### src/rtl/dlfloat_pkg.sv
// Shared DLFloat constants, bus phase encodings and small helpers used by the
// host-link pin protocol blocks.
package dlfloat_pkg;

  localparam int DLF_W      = 16;
  localparam int DLF_EXP_W  = 6;
  localparam int DLF_MAN_W  = 9;
  localparam int DLF_BIAS   = 31;
  localparam int DLF_BYTE_W = 8;

  localparam logic [DLF_W-1:0] DLF_NAN  = 16'hFFFF;
  localparam logic [DLF_W-1:0] DLF_ZERO = 16'h0000;

  typedef enum logic {
    PH_A = 1'b0,
    PH_B = 1'b1
  } tx_phase_e;

  typedef enum logic {
    PH_HI = 1'b0,
    PH_LO = 1'b1
  } rx_phase_e;

  function automatic logic dlf_is_nan(input logic [DLF_W-1:0] value);
    return (value == DLF_NAN);
  endfunction

endpackage

### src/rtl/dlfloat_byte_reasm.sv
// Rebuilds 16-bit results from the MAC's byte-serial output (high byte first),
// drops the pipeline-fill words after reset and holds one result for downstream.
module dlfloat_byte_reasm
  import dlfloat_pkg::*;
#(
  parameter int RX_PHASE = 0,
  parameter int WARMUP   = 3,
  parameter int CNT_W    = 16
) (
  input  logic                  i_clk,
  input  logic                  i_rst,
  input  logic [DLF_BYTE_W-1:0] i_pin_byte,
  input  logic                  i_res_ready,
  output logic                  o_res_valid,
  output logic [DLF_W-1:0]      o_res_data,
  output logic                  o_overflow,
  output logic [CNT_W-1:0]      o_results_rcvd
);

  rx_phase_e             r_rx_phase;
  logic [DLF_BYTE_W-1:0] r_hi;
  logic [3:0]            r_warm;
  logic                  r_res_valid;
  logic [DLF_W-1:0]      r_res_data;
  logic                  r_overflow;
  logic [CNT_W-1:0]      r_results_rcvd;

  logic w_word_done;
  logic w_warm_busy;
  logic w_drain;
  logic w_load;
  logic w_lose;

  assign w_word_done = (r_rx_phase == PH_LO);
  assign w_warm_busy = (r_warm != 4'd0);
  assign w_drain     = r_res_valid & i_res_ready;
  // A draining slot counts as free, so a back-to-back word never overflows.
  assign w_load      = w_word_done & ~w_warm_busy & (~r_res_valid | i_res_ready);
  assign w_lose      = w_word_done & ~w_warm_busy & r_res_valid & ~i_res_ready;

  // Phase tracking, warm-up discard, result slot and sticky overflow.
  always_ff @(posedge i_clk) begin
    if (i_rst) begin
      r_rx_phase     <= rx_phase_e'(1'(RX_PHASE));
      r_hi           <= 8'h00;
      r_warm         <= 4'(WARMUP);
      r_res_valid    <= 1'b0;
      r_res_data     <= DLF_ZERO;
      r_overflow     <= 1'b0;
      r_results_rcvd <= {CNT_W{1'b0}};
    end else begin
      r_rx_phase <= rx_phase_e'(~r_rx_phase);
      if (r_rx_phase == PH_HI) begin
        r_hi <= i_pin_byte;
      end
      if (w_word_done && w_warm_busy) begin
        r_warm <= r_warm - 4'd1;
      end
      if (w_drain) begin
        r_results_rcvd <= r_results_rcvd + CNT_W'(1);
      end
      if (w_load) begin
        r_res_data  <= {r_hi, i_pin_byte};
        r_res_valid <= 1'b1;
      end else if (w_drain) begin
        r_res_valid <= 1'b0;
      end
      if (w_lose) begin
        r_overflow <= 1'b1;
      end
    end
  end

  assign o_res_valid    = r_res_valid;
  assign o_res_data     = r_res_data;
  assign o_overflow     = r_overflow;
  assign o_results_rcvd = r_results_rcvd;

endmodule

### src/rtl/dlfloat_mac_host_link.sv
// Host end of the DLFloat MAC pin protocol: operand pairs go out A then B on the
// 16-bit bus, byte-serial results come back as words. DLFLOAT_NAN_FLAG_EN adds NaN tracking.
module dlfloat_mac_host_link
  import dlfloat_pkg::*;
#(
  parameter int RX_PHASE = 0,
  parameter int WARMUP   = 3,
  parameter int CNT_W    = 16
) (
  input  logic                  i_clk,
  input  logic                  i_rst,
  input  logic                  i_op_valid,
  input  logic [DLF_W-1:0]      i_op_a,
  input  logic [DLF_W-1:0]      i_op_b,
  output logic                  o_op_ready,
  output logic [DLF_W-1:0]      o_pin_data,
  input  logic [DLF_BYTE_W-1:0] i_pin_byte,
  output logic                  o_res_valid,
  output logic [DLF_W-1:0]      o_res_data,
  input  logic                  i_res_ready,
  output logic                  o_overflow,
  output logic [CNT_W-1:0]      o_pairs_sent,
`ifdef DLFLOAT_NAN_FLAG_EN
  output logic                  o_nan_seen,
  output logic [CNT_W-1:0]      o_nan_first,
`endif
  output logic [CNT_W-1:0]      o_results_rcvd
);

  tx_phase_e        r_tx_phase;
  logic [DLF_W-1:0] r_a;
  logic [DLF_W-1:0] r_b;
  logic [CNT_W-1:0] r_pairs_sent;

  logic             w_accept;
  logic             w_res_valid;
  logic [DLF_W-1:0] w_res_data;
  logic [CNT_W-1:0] w_results_rcvd;

  assign o_op_ready = (r_tx_phase == PH_B) & ~i_rst;
  assign o_pin_data = (r_tx_phase == PH_A) ? r_a : r_b;
  assign w_accept   = o_op_ready & i_op_valid;

  // TX phase and operand holding; an empty slot sends a zero pair.
  always_ff @(posedge i_clk) begin
    if (i_rst) begin
      r_tx_phase   <= PH_A;
      r_a          <= DLF_ZERO;
      r_b          <= DLF_ZERO;
      r_pairs_sent <= {CNT_W{1'b0}};
    end else begin
      r_tx_phase <= tx_phase_e'(~r_tx_phase);
      if (r_tx_phase == PH_B) begin
        if (i_op_valid) begin
          r_a          <= i_op_a;
          r_b          <= i_op_b;
          r_pairs_sent <= r_pairs_sent + CNT_W'(1);
        end else begin
          r_a <= DLF_ZERO;
          r_b <= DLF_ZERO;
        end
      end
    end
  end

  dlfloat_byte_reasm #(
    .RX_PHASE (RX_PHASE),
    .WARMUP   (WARMUP),
    .CNT_W    (CNT_W)
  ) u_reasm (
    .i_clk          (i_clk),
    .i_rst          (i_rst),
    .i_pin_byte     (i_pin_byte),
    .i_res_ready    (i_res_ready),
    .o_res_valid    (w_res_valid),
    .o_res_data     (w_res_data),
    .o_overflow     (o_overflow),
    .o_results_rcvd (w_results_rcvd)
  );

`ifdef DLFLOAT_NAN_FLAG_EN
  logic             r_nan_seen;
  logic             r_nan_res_seen;
  logic [CNT_W-1:0] r_nan_first;
  logic             w_nan_res;
  logic             w_nan_op;

  assign w_nan_res = w_res_valid & i_res_ready & dlf_is_nan(w_res_data);
  assign w_nan_op  = w_accept & (dlf_is_nan(i_op_a) | dlf_is_nan(i_op_b));

  // Sticky NaN flag; nan_first latches the delivery index of the first NaN result.
  always_ff @(posedge i_clk) begin
    if (i_rst) begin
      r_nan_seen     <= 1'b0;
      r_nan_res_seen <= 1'b0;
      r_nan_first    <= {CNT_W{1'b0}};
    end else begin
      if (w_nan_res || w_nan_op) begin
        r_nan_seen <= 1'b1;
      end
      if (w_nan_res && !r_nan_res_seen) begin
        r_nan_res_seen <= 1'b1;
        r_nan_first    <= w_results_rcvd;
      end
    end
  end

  assign o_nan_seen  = r_nan_seen;
  assign o_nan_first = r_nan_first;
`endif

  assign o_res_valid    = w_res_valid;
  assign o_res_data     = w_res_data;
  assign o_results_rcvd = w_results_rcvd;
  assign o_pairs_sent   = r_pairs_sent;

endmodule

### config.mk
export PLATFORM = sky130hd
export DESIGN_NAME = dlfloat_mac_host_link
export DESIGN_NICKNAME = d
export VERILOG_FILES = /design/src/rtl/dlfloat_pkg.sv /design/src/rtl/dlfloat_byte_reasm.sv /design/src/rtl/dlfloat_mac_host_link.sv
export SDC_FILE = /design/constraint.sdc
export NUM_CORES = 1
export LEC_CHECK = 0
export CAP_MARGIN = 40
export CORE_ASPECT_RATIO = 0.7
export CORE_MARGIN = 1
export CORE_UTILIZATION = 47
export CTS_BUF_LIST = sky130_fd_sc_hd__clkbuf_8 sky130_fd_sc_hd__clkbuf_16
export DETAILED_ROUTE_END_ITERATION = 6
export PLACE_DENSITY_LB_ADDON = 0.25
export SLEW_MARGIN = 0
export SYNTH_ARGS = -nofsm -noshare
export SYNTH_HDL_FRONTEND = slang
export SYNTH_HIERARCHICAL = 1
export SYNTH_SLANG_ARGS = --single-unit
### constraint.sdc
create_clock -name i_clk -period 2 [get_ports i_clk]
set_clock_uncertainty 0.2 [all_clocks]
set_input_delay 0.4 -clock i_clk [delete_from_list [all_inputs] [get_ports i_clk]]
set_output_delay 0.4 -clock i_clk [all_outputs]
set_load 0.005 [all_outputs]
[Yosys cells after proc, flatten, opt, wreduce, memory -nomap -nowiden]
Index checks and enable logic that the tools add are counted.
Word-level totals
  bits in registers: 96
  output and inout bits: 67
  word-level logic and storage cells: 36
Cells by class
  $add $sub $neg: 3
  mux-type cells: 5
  bitwise operators: 13
  reduce and logical (&&, ||, !) cells: 4
Operators by type and width (number)
  16-bit two-way mux: 3
  16-bit by 1-bit adder with 16-bit output, second input constant: 2
  1-bit bitwise AND: 6
  1-bit NOT: 6
  4-bit nonzero test: 1
  4-bit by 1-bit subtractor with 4-bit output, second input constant: 1
  1-bit two-way mux: 2
  2-bit AND reduction: 1
  2-bit nonzero test: 1
  1-bit logical AND: 1
  1-bit OR: 1

[Logic depth before layout (Yosys ltp)]
Gate-level depths: netlist of run 1.
  word-level depth: 5
  mapped depth: 7
  depth with buffers taken out: 6

[Cells and area by module]
The synthesis of run 1 kept the hierarchy.
Modules (own cells, without submodules)
  dlfloat_mac_host_link: instances 1, cells each 228, area an instance 1958.1 um2, sequential area each 980.9 um2
  dlfloat_byte_reasm: instances 1, cells each 195, area an instance 1918.1 um2, sequential area each 940.9 um2

[Worst setup path before layout of run 1]
No wires, ideal clock.
  kind: register to register
  start point: register r_pairs_sent[0] (netlist: o_pairs_sent[0])
  end point: register r_pairs_sent[12] (netlist: o_pairs_sent[12])
  library setup time: 70 ps
  data arrival time: 1474 ps
  required time: 1730 ps
  slack: 255 ps
  stages on the path, launching flop included: 6
  clock period less this slack: 1745 ps
  cells stage by stage: dfxtp_1 > ha_1 > nand2_1 > or3_4 > or3_1 > a21oi_1
On the way
  longest elaborated chain between the ends: 1
RTL lines
  start, declared: RTL line dlfloat_mac_host_link.sv:33  | logic [CNT_W-1:0] r_pairs_sent;
  start signal, assigned: RTL line dlfloat_mac_host_link.sv:50  | r_pairs_sent <= {CNT_W{1'b0}};
  start signal, assigned: RTL line dlfloat_mac_host_link.sv:57  | r_pairs_sent <= r_pairs_sent + CNT_W'(1);
  16-bit by 1-bit adder with 16-bit output: RTL line dlfloat_mac_host_link.sv:57
No other way between the ends.
A chain may end at the register's enable or synchronous reset.

[Final worst setup path of run 1]
  start point: register r_pairs_sent[3] (netlist: o_pairs_sent[3])
  end point: output port o_pairs_sent[3]
RTL lines
  end, declared: RTL line dlfloat_mac_host_link.sv:22  | output logic [CNT_W-1:0] o_pairs_sent,
No word-level cell between the ends.

==> results of run 1 <==
per-layer routing:
layer | global-route usage (%) | routed length, um | part of all wire, % | vias to the layer above
met3 | 6.56 | 513 | 5.6 | 12
met4 | 7.73 | 137 | 1.5 | 0
met1 | 26.4 | 4310 | 47 | 1552
met2 | 36.3 | 4220 | 46 | 94
met5 | 0 | 0 | 0 | -
li1 | - | - | - | 1680
how the worst max path moves through the flow:
stage                               from           endpoint  slack, ns  cells after the start
3_3_place_gp                  i_op_valid   o_pairs_sent[14]      -0.18                      5
3_5_place_dp                  i_op_valid   o_pairs_sent[12]      -0.23                      5
6_report                 o_pairs_sent[3]    o_pairs_sent[3]       0.04                      1
5_1_grt        u_reasm/o_results_rcvd[5]  o_results_rcvd[5]      0.001                      1
2_1_floorplan            o_pairs_sent[0]   o_pairs_sent[12]       0.26                      5
4_1_cts                       r_tx_phase     o_pin_data[13]      0.002                      5
metrics by stage:
stage          util, %  cell area (um^2)  power, mW
3_5_place_dp      65.5              5200       2.36
4_1_cts           69.9              5550       3.95
2_1_floorplan        -              3880       2.17
3_3_place_gp      65.5              5200       2.35
6_report          69.7              5530       3.91
5_1_grt           69.7              5530       4.05
power by group through the flow:
stage	registers, mW	logic (mW)	clock network [mW]
floorplan	2.02	0.149	0
global placement	2.02	0.323	0
detailed placement	2.03	0.329	0
CTS	1.99	0.343	1.62
global route	1.99	0.361	1.70
finish	1.99	0.333	1.59
cells by family after synthesis:
group	after synthesis	synth area share (%)
and+or+nand+nor	189	24.3
xor gates and xnor gates	25	5.65
muxes	26	6.84
AOI/OAI and AO/OA	51	8.72
adders and majority gates	4	1.29
DFF	96	49.6
buffers and inverters	32	3.62
registers in the layout (all words and copies together), names as in the netlist:
register                cells
u_reasm/o_res_data         16
u_reasm/r_rx_phase          1
r_b                        16
u_reasm/o_results_rcvd     16
u_reasm/o_overflow          1
o_pairs_sent               16
r_tx_phase                  1
u_reasm/r_warm              4
u_reasm/o_res_valid         1
u_reasm/r_hi                8
r_a                        16
placed cells by master (no fill, tap or decap), types with 3 or more instances in the layout:
master           synthesis  final
nor3_1                   7      7
inv_1                   10     11
buf_4                    2     20
dlygate4sd2_1            0     11
or3_1                    4      4
nand2_1                 61     61
nand2b_4                 0      6
xor2_1                   9      9
o21ai_0                  5      5
clkdlybuf4s50_1          0     92
a21oi_1                 25     25
nand2b_1                18     12
nand3_1                  9      9
clkdlybuf4s15_1          0      5
nor2_1                  55     55
buf_12                   0      3
xnor2_1                 16     16
mux2i_1                 25     25
dfxtp_1                 96     93
and2_1                   3      3
nor4_1                   6      6
a22o_1                  16     16
nor2b_1                  3      3
nand4_1                  9      9
clkbuf_16                0      9
ha_1                     4      4
cell type report:
class | count | area [um^2]
fillers | 633 | 2410
flip-flops and latches | 96 | 1930
multi-input cells | 295 | 1860
repair buffers | 134 | 1310
clock buffers | 11 | 253
well taps | 101 | 126
inverters | 10 | 37.5
clock inverters | 4 | 21.3
repair_timing:
| item | CTS | global route |
|---|---|---|
| setup endpoints to repair | 18 | 12 |
| pin swaps | 2 | 0 |
| setup buffers | 2 | 0 |
| hold endpoints to repair | 0 | 0 |
| gates resized for setup | 34 | 2 |
| cloned | 1 | 0 |
==> results.sh, run 1 <==
export IMPL_reg2reg_slack_ns=0.07
export IMPL_cts_htree_levels=3
export IMPL_grt_use_total_pct=21.7
export IMPL_timing_rr_end="o_pairs_sent[12]"
export IMPL_overflow=0
export IMPL_ys_warn_count=6
export IMPL_route_detailed_drc=0
export IMPL_dr_pass1_iters=4
export IMPL_clock_path_buffers=2
export IMPL_timing_final_crit_share_pct=97.9
export IMPL_worstSetupStartpointType="register"
export IMPL_slew_viol_final=0
export IMPL_whs_endpoint="r_a[9]"
export IMPL_tightest_slew_ns=0.459
export IMPL_ys_top_cells_by_area="dfxtp_1 (50%), mux2i_1 (6.5%), nand2_1 (5.9%)"
export IMPL_nets=594
export IMPL_relSlewSlack_pct=69.1
export IMPL_synthTopCellsByCount="dfxtp_1 (96), nand2_1 (61), nor2_1 (55)"
export IMPL_grt_pass1_wl_mm=14.9
export IMPL_worstPathBufferInverterCount=1
export IMPL_syn_area_per_cell_um2=9.16
export IMPL_routedWlPerCell_um=14.1
export IMPL_dp_slack_ns=-0.226
export IMPL_synth_most_common_cell="dfxtp_1"
export IMPL_gp_congestion=0.838
export IMPL_synthArstFlopShare_pct=0
export IMPL_holdWs_ns=0.279
export IMPL_n_antenna_cell=0
export IMPL_synth_nets=471
export IMPL_pwr_share_seq_pct=50.9
export IMPL_yosysTopAreaCell="dfxtp_1"
export IMPL_dp_cells=634
export IMPL_clock_latency_ns=0.33
export IMPL_setup_slack_ns=0.0427
export IMPL_max_freq_mhz=511
export IMPL_seq_area_frac_synth_pct=49.6
export IMPL_maxCapViolCount=0
export IMPL_synth_seq_cells=96
export IMPL_area_growth_pct=42.7
export IMPL_numPortBuffers=110
export IMPL_cpPeakStageDelay_ns=0.56
export IMPL_ys_flop_type="dfxtp_1"
export IMPL_vdd_drop_max_mv=0.564
export IMPL_grt_pass1_vias=3192
export IMPL_synth_edf_count=0
export IMPL_drtIter0Drc=145
export IMPL_syn_area_mm2=0.00388
export IMPL_antenna_found_initial=0
export IMPL_num_vias=3338
export IMPL_required_ns=1.40
export IMPL_internal_power_mw=3.04
export IMPL_hold_depth=2
export IMPL_final_cells=651
export IMPL_via_per_inst=5.13
export IMPL_end_kind="output pin"
export IMPL_postSynthCellCount=423
export IMPL_drt_total_wl_mm=9.19
export IMPL_setup_viol=0
export IMPL_swShare_pct=22.1
export IMPL_power_density_mw_per_mm2=706
export IMPL_p_sw_mw=0.861
export IMPL_cp_slowest_cell="clkdlybuf4s50_1"
export IMPL_die_w_um=111
export IMPL_p_leak_nw=2.31
export IMPL_dieArea_mm2=0.00862
export IMPL_dieHeight_um=78.0
export IMPL_crit_arrival_ns=1.36
export IMPL_ioPinCount=111
export IMPL_cts_num_sinks=96
export IMPL_r2r_start="o_pairs_sent[1]"
export IMPL_num_rows=27
export IMPL_cts_root_buf="clkbuf_16"
export IMPL_worstRegToRegCells=5
export IMPL_hp_class="reg -> reg"
export IMPL_core_area_mm2=0.00794
export IMPL_cts_hold_buffers=0
export IMPL_tns_ns=0
export IMPL_yosysTopAreaCellShare_pct=49.6
export IMPL_dpl_hpwl_mm=6.15
export IMPL_crit_chain="clkdlybuf4s50_1"
export IMPL_drive_gt1_share_pct=11.5
export IMPL_outcome="finished clean"
export IMPL_clockPowerShare_pct=40.6
export IMPL_grt_max_degree=84
export IMPL_critPathKind="reg -> out"
export IMPL_path_delay_family="buffers and inverters"
export IMPL_ant_nets=0
export IMPL_initial_core_util_pct=48.8
export IMPL_combPwrFrac_pct=8.5
export IMPL_min_period_ns=1.96
export IMPL_hold_start="r_a[9]"
export IMPL_cts_made_buffers=9
export IMPL_path_max_fanout=6
export IMPL_cts_tree="yes"
export IMPL_rsz0062_at_grt="false"
export IMPL_synth_cell_types=42
export IMPL_clk_transition_reported_paths_ns=0.06
export IMPL_finalHoldViolCount=0
Note: power is estimated with default switching activity, not from simulation.
==> inputs of run 2 (changes only) <==
Settings changed: CAP_MARGIN 40 to 20, CTS_CLUSTER_SIZE set to 28, PLACE_DENSITY set to 0.79, PLACE_DENSITY_LB_ADDON 0.25 to not set.
==> run 2 against run 1 <==
  * The flow now finishes with violations (setup timing)
  * Non-clock buffer count fell by 3
  * Register-to-register slack better by 0.05 ns
  * Sequential power hardly changed
  * Setup slack lost 0.17 ns
  * Critical path type unchanged
  * Via count increased by 1.1%
  * Critical endpoint is now o_pin_data[1]
  * Cell count shrank 0.31%
  * Core utilization up 0.98 points
  * Highest routed layer unchanged
==> results.sh, run 2 (synthesis gave the netlist of run 1 again) <==
export IMPL_p_leak_nw=2.39
export IMPL_cts_num_sinks=96
export IMPL_dieArea_mm2=0.00862
export IMPL_nets=591
export IMPL_cts_setup_buffers=0
export IMPL_num_rows=27
export IMPL_worstSetupStartpointType="register"
export IMPL_p_sw_mw=0.886
export IMPL_crit_end="o_pin_data[1]"
export IMPL_drtIter0Drc=180
export IMPL_timing_rr_end="o_pairs_sent[14]"
export IMPL_ant_nets=0
export IMPL_area_growth_pct=44.7
export IMPL_overflow=0
export IMPL_path_delay_family="buffers and inverters"
export IMPL_cts_htree_levels=3
export IMPL_reg2reg_slack_ns=0.12
export IMPL_worstPathBufferInverterCount=2
export IMPL_via_per_inst=5.20
export IMPL_setup_slack_ns=-0.122
export IMPL_slew_viol_final=0
export IMPL_antenna_found_initial=0
export IMPL_num_vias=3374
export IMPL_path_max_fanout=19
export IMPL_cts_hold_buffers=0
export IMPL_layout_common_cells="clkdlybuf4s50_1 (92), dfxtp_1 (90), nand2_1 (61), nor2_1 (55)"
export IMPL_tns_ns=-0.122
export IMPL_grt_pass1_wl_mm=15.2
export IMPL_cpPeakStageDelay_ns=0.49
export IMPL_routedWlPerCell_um=14.4
export IMPL_required_ns=1.40
export IMPL_clockPowerShare_pct=44.2
export IMPL_power_mw=4.17
export IMPL_initial_core_util_pct=48.8
export IMPL_dp_cells=632
export IMPL_die_w_um=111
export IMPL_dpl_hpwl_mm=6.32
export IMPL_crit_arrival_ns=1.52
export IMPL_gp_congestion=0.770
export IMPL_cts_root_buf="clkbuf_16"
export IMPL_n_antenna_cell=0
export IMPL_cts_tree="yes"
export IMPL_internal_power_mw=3.29
export IMPL_max_freq_mhz=471
export IMPL_vdd_drop_max_mv=0.650
export IMPL_drt_total_wl_mm=9.38
export IMPL_grt_pass1_vias=3230
export IMPL_critPathKind="reg -> out"
export IMPL_grt_max_degree=84
export IMPL_outcome="finished with violations"
export IMPL_pwr_share_seq_pct=47.7
export IMPL_maxCapViolCount=0
export IMPL_tightest_slew_ns=0.360
export IMPL_cp_slowest_cell="clkdlybuf4s50_1"
export IMPL_clock_latency_ns=0.33
export IMPL_drive_gt1_share_pct=12.0
export IMPL_relSlewSlack_pct=76.0
export IMPL_min_period_ns=2.12
export IMPL_clock_path_buffers=2
export IMPL_numPortBuffers=110
export IMPL_clk_transition_reported_paths_ns=0.06
export IMPL_violations="setup timing"
export IMPL_route_detailed_drc=0
export IMPL_cts_made_buffers=9
export IMPL_final_common_cell="clkdlybuf4s50_1"
export IMPL_cp_depth=4
export IMPL_core_area_mm2=0.00794
export IMPL_final_cells=649
export IMPL_setup_viol=1
export IMPL_end_kind="output pin"
export IMPL_crit_chain="buf_12, nand2b_4, nand2_1, clkdlybuf4s50_1"
export IMPL_finalHoldViolCount=0
export IMPL_ioPinCount=111
export IMPL_rsz0062_at_grt="true"
export IMPL_power_density_mw_per_mm2=744
export IMPL_hp_class="reg -> reg"
export IMPL_r2r_start="r_tx_phase"
export IMPL_cp_startpoint="r_tx_phase"
export IMPL_timing_final_crit_share_pct=106
export IMPL_combPwrFrac_pct=8.1
export IMPL_swShare_pct=21.2
export IMPL_dr_pass1_iters=4
export IMPL_grt_use_total_pct=21.9
export IMPL_dieHeight_um=78.0
export IMPL_worstRegToRegCells=5
-- run 2: changes by cell type in the layout (fill, tap and decap cells not counted), moves of 3 or more --
cell and delta:
dlygate4sd2_1 +3, buf_4 -4, dlymetal6s2s_1 +3, dfxtp_1 -3, clkdlybuf4s15_1 -5, dfxtp_2 +4
-- run 2: final cells by class --
| type | count | area, um^2 |
|---|---|---|
| multi-input combinational | 295 | 1870 |
| inverter | 10 | 37.5 |
| timing repair buffer | 131 | 1310 |
| tap | 101 | 126 |
| clock inverter | 6 | 90.1 |
| clock buffer | 10 | 239 |
| fill | 637 | 2330 |
| sequential | 96 | 1930 |
-- run 2: worst min-delay path by stage --
stage / from / to / cells past startpoint
6_report: r_a[0] / r_a[0] / 2
5_1_grt: r_a[4] / r_a[4] / 2
4_1_cts: r_a[13] / r_a[13] / 2
3_5_place_dp: r_b[3] / r_b[3] / 1
3_3_place_gp: u_reasm/o_overflow / u_reasm/o_overflow / 2
2_1_floorplan: r_b[0] / r_b[0] / 1
-- run 2: power groups by stage --
| stage | Clock, mW | Combinational, mW | Sequential, mW |
|---|---|---|---|
| floorplan | 0 | 0.149 | 2.02 |
| global placement | 0 | 0.320 | 2.02 |
| detailed placement | 0 | 0.330 | 2.03 |
| CTS | 1.89 | 0.330 | 1.99 |
| global route | 1.97 | 0.367 | 1.99 |
| finish | 1.85 | 0.339 | 1.99 |
-- run 2: routing by layer --
| metal | vias up | track usage, % | routed length [um] |
|---|---|---|---|
| li1 | 1673 | - | - |
| met2 | 93 | 37.1 | 4430 |
| met1 | 1596 | 27.0 | 4300 |
| met4 | 0 | 5.07 | 100 |
| met3 | 12 | 7.11 | 544 |
| met5 | - | 0 | 0 |
-- run 2: worst register-to-register path, stage by stage (launching register included) --
cell,delay (ns)
dfxtp_2,0.39
clkbuf_16,0.20
nand4_2,0.10
or3_4,0.42
or3_1,0.37
a21oi_1,0.14
-- run 2: per-stage QoR --
stage	hold slack (ns)	instance area, um^2	setup slack, ns	utilization [%]
after CTS	0.284	5550	-0.165	70.0
after global routing	0.302	5610	-0.190	70.6
after global placement	0.254	5200	-0.200	65.5
final	0.280	5610	-0.122	70.6
after floorplan	0.250	3880	0.255	-
after detailed placement	0.267	5200	-0.290	65.5
-- run 2: repair_timing --
action	CTS	global route
setup endpoints to repair	18	20
gates cloned	0	1
pin swaps	0	0
resized for setup	21	10
hold endpoints to repair	0	0
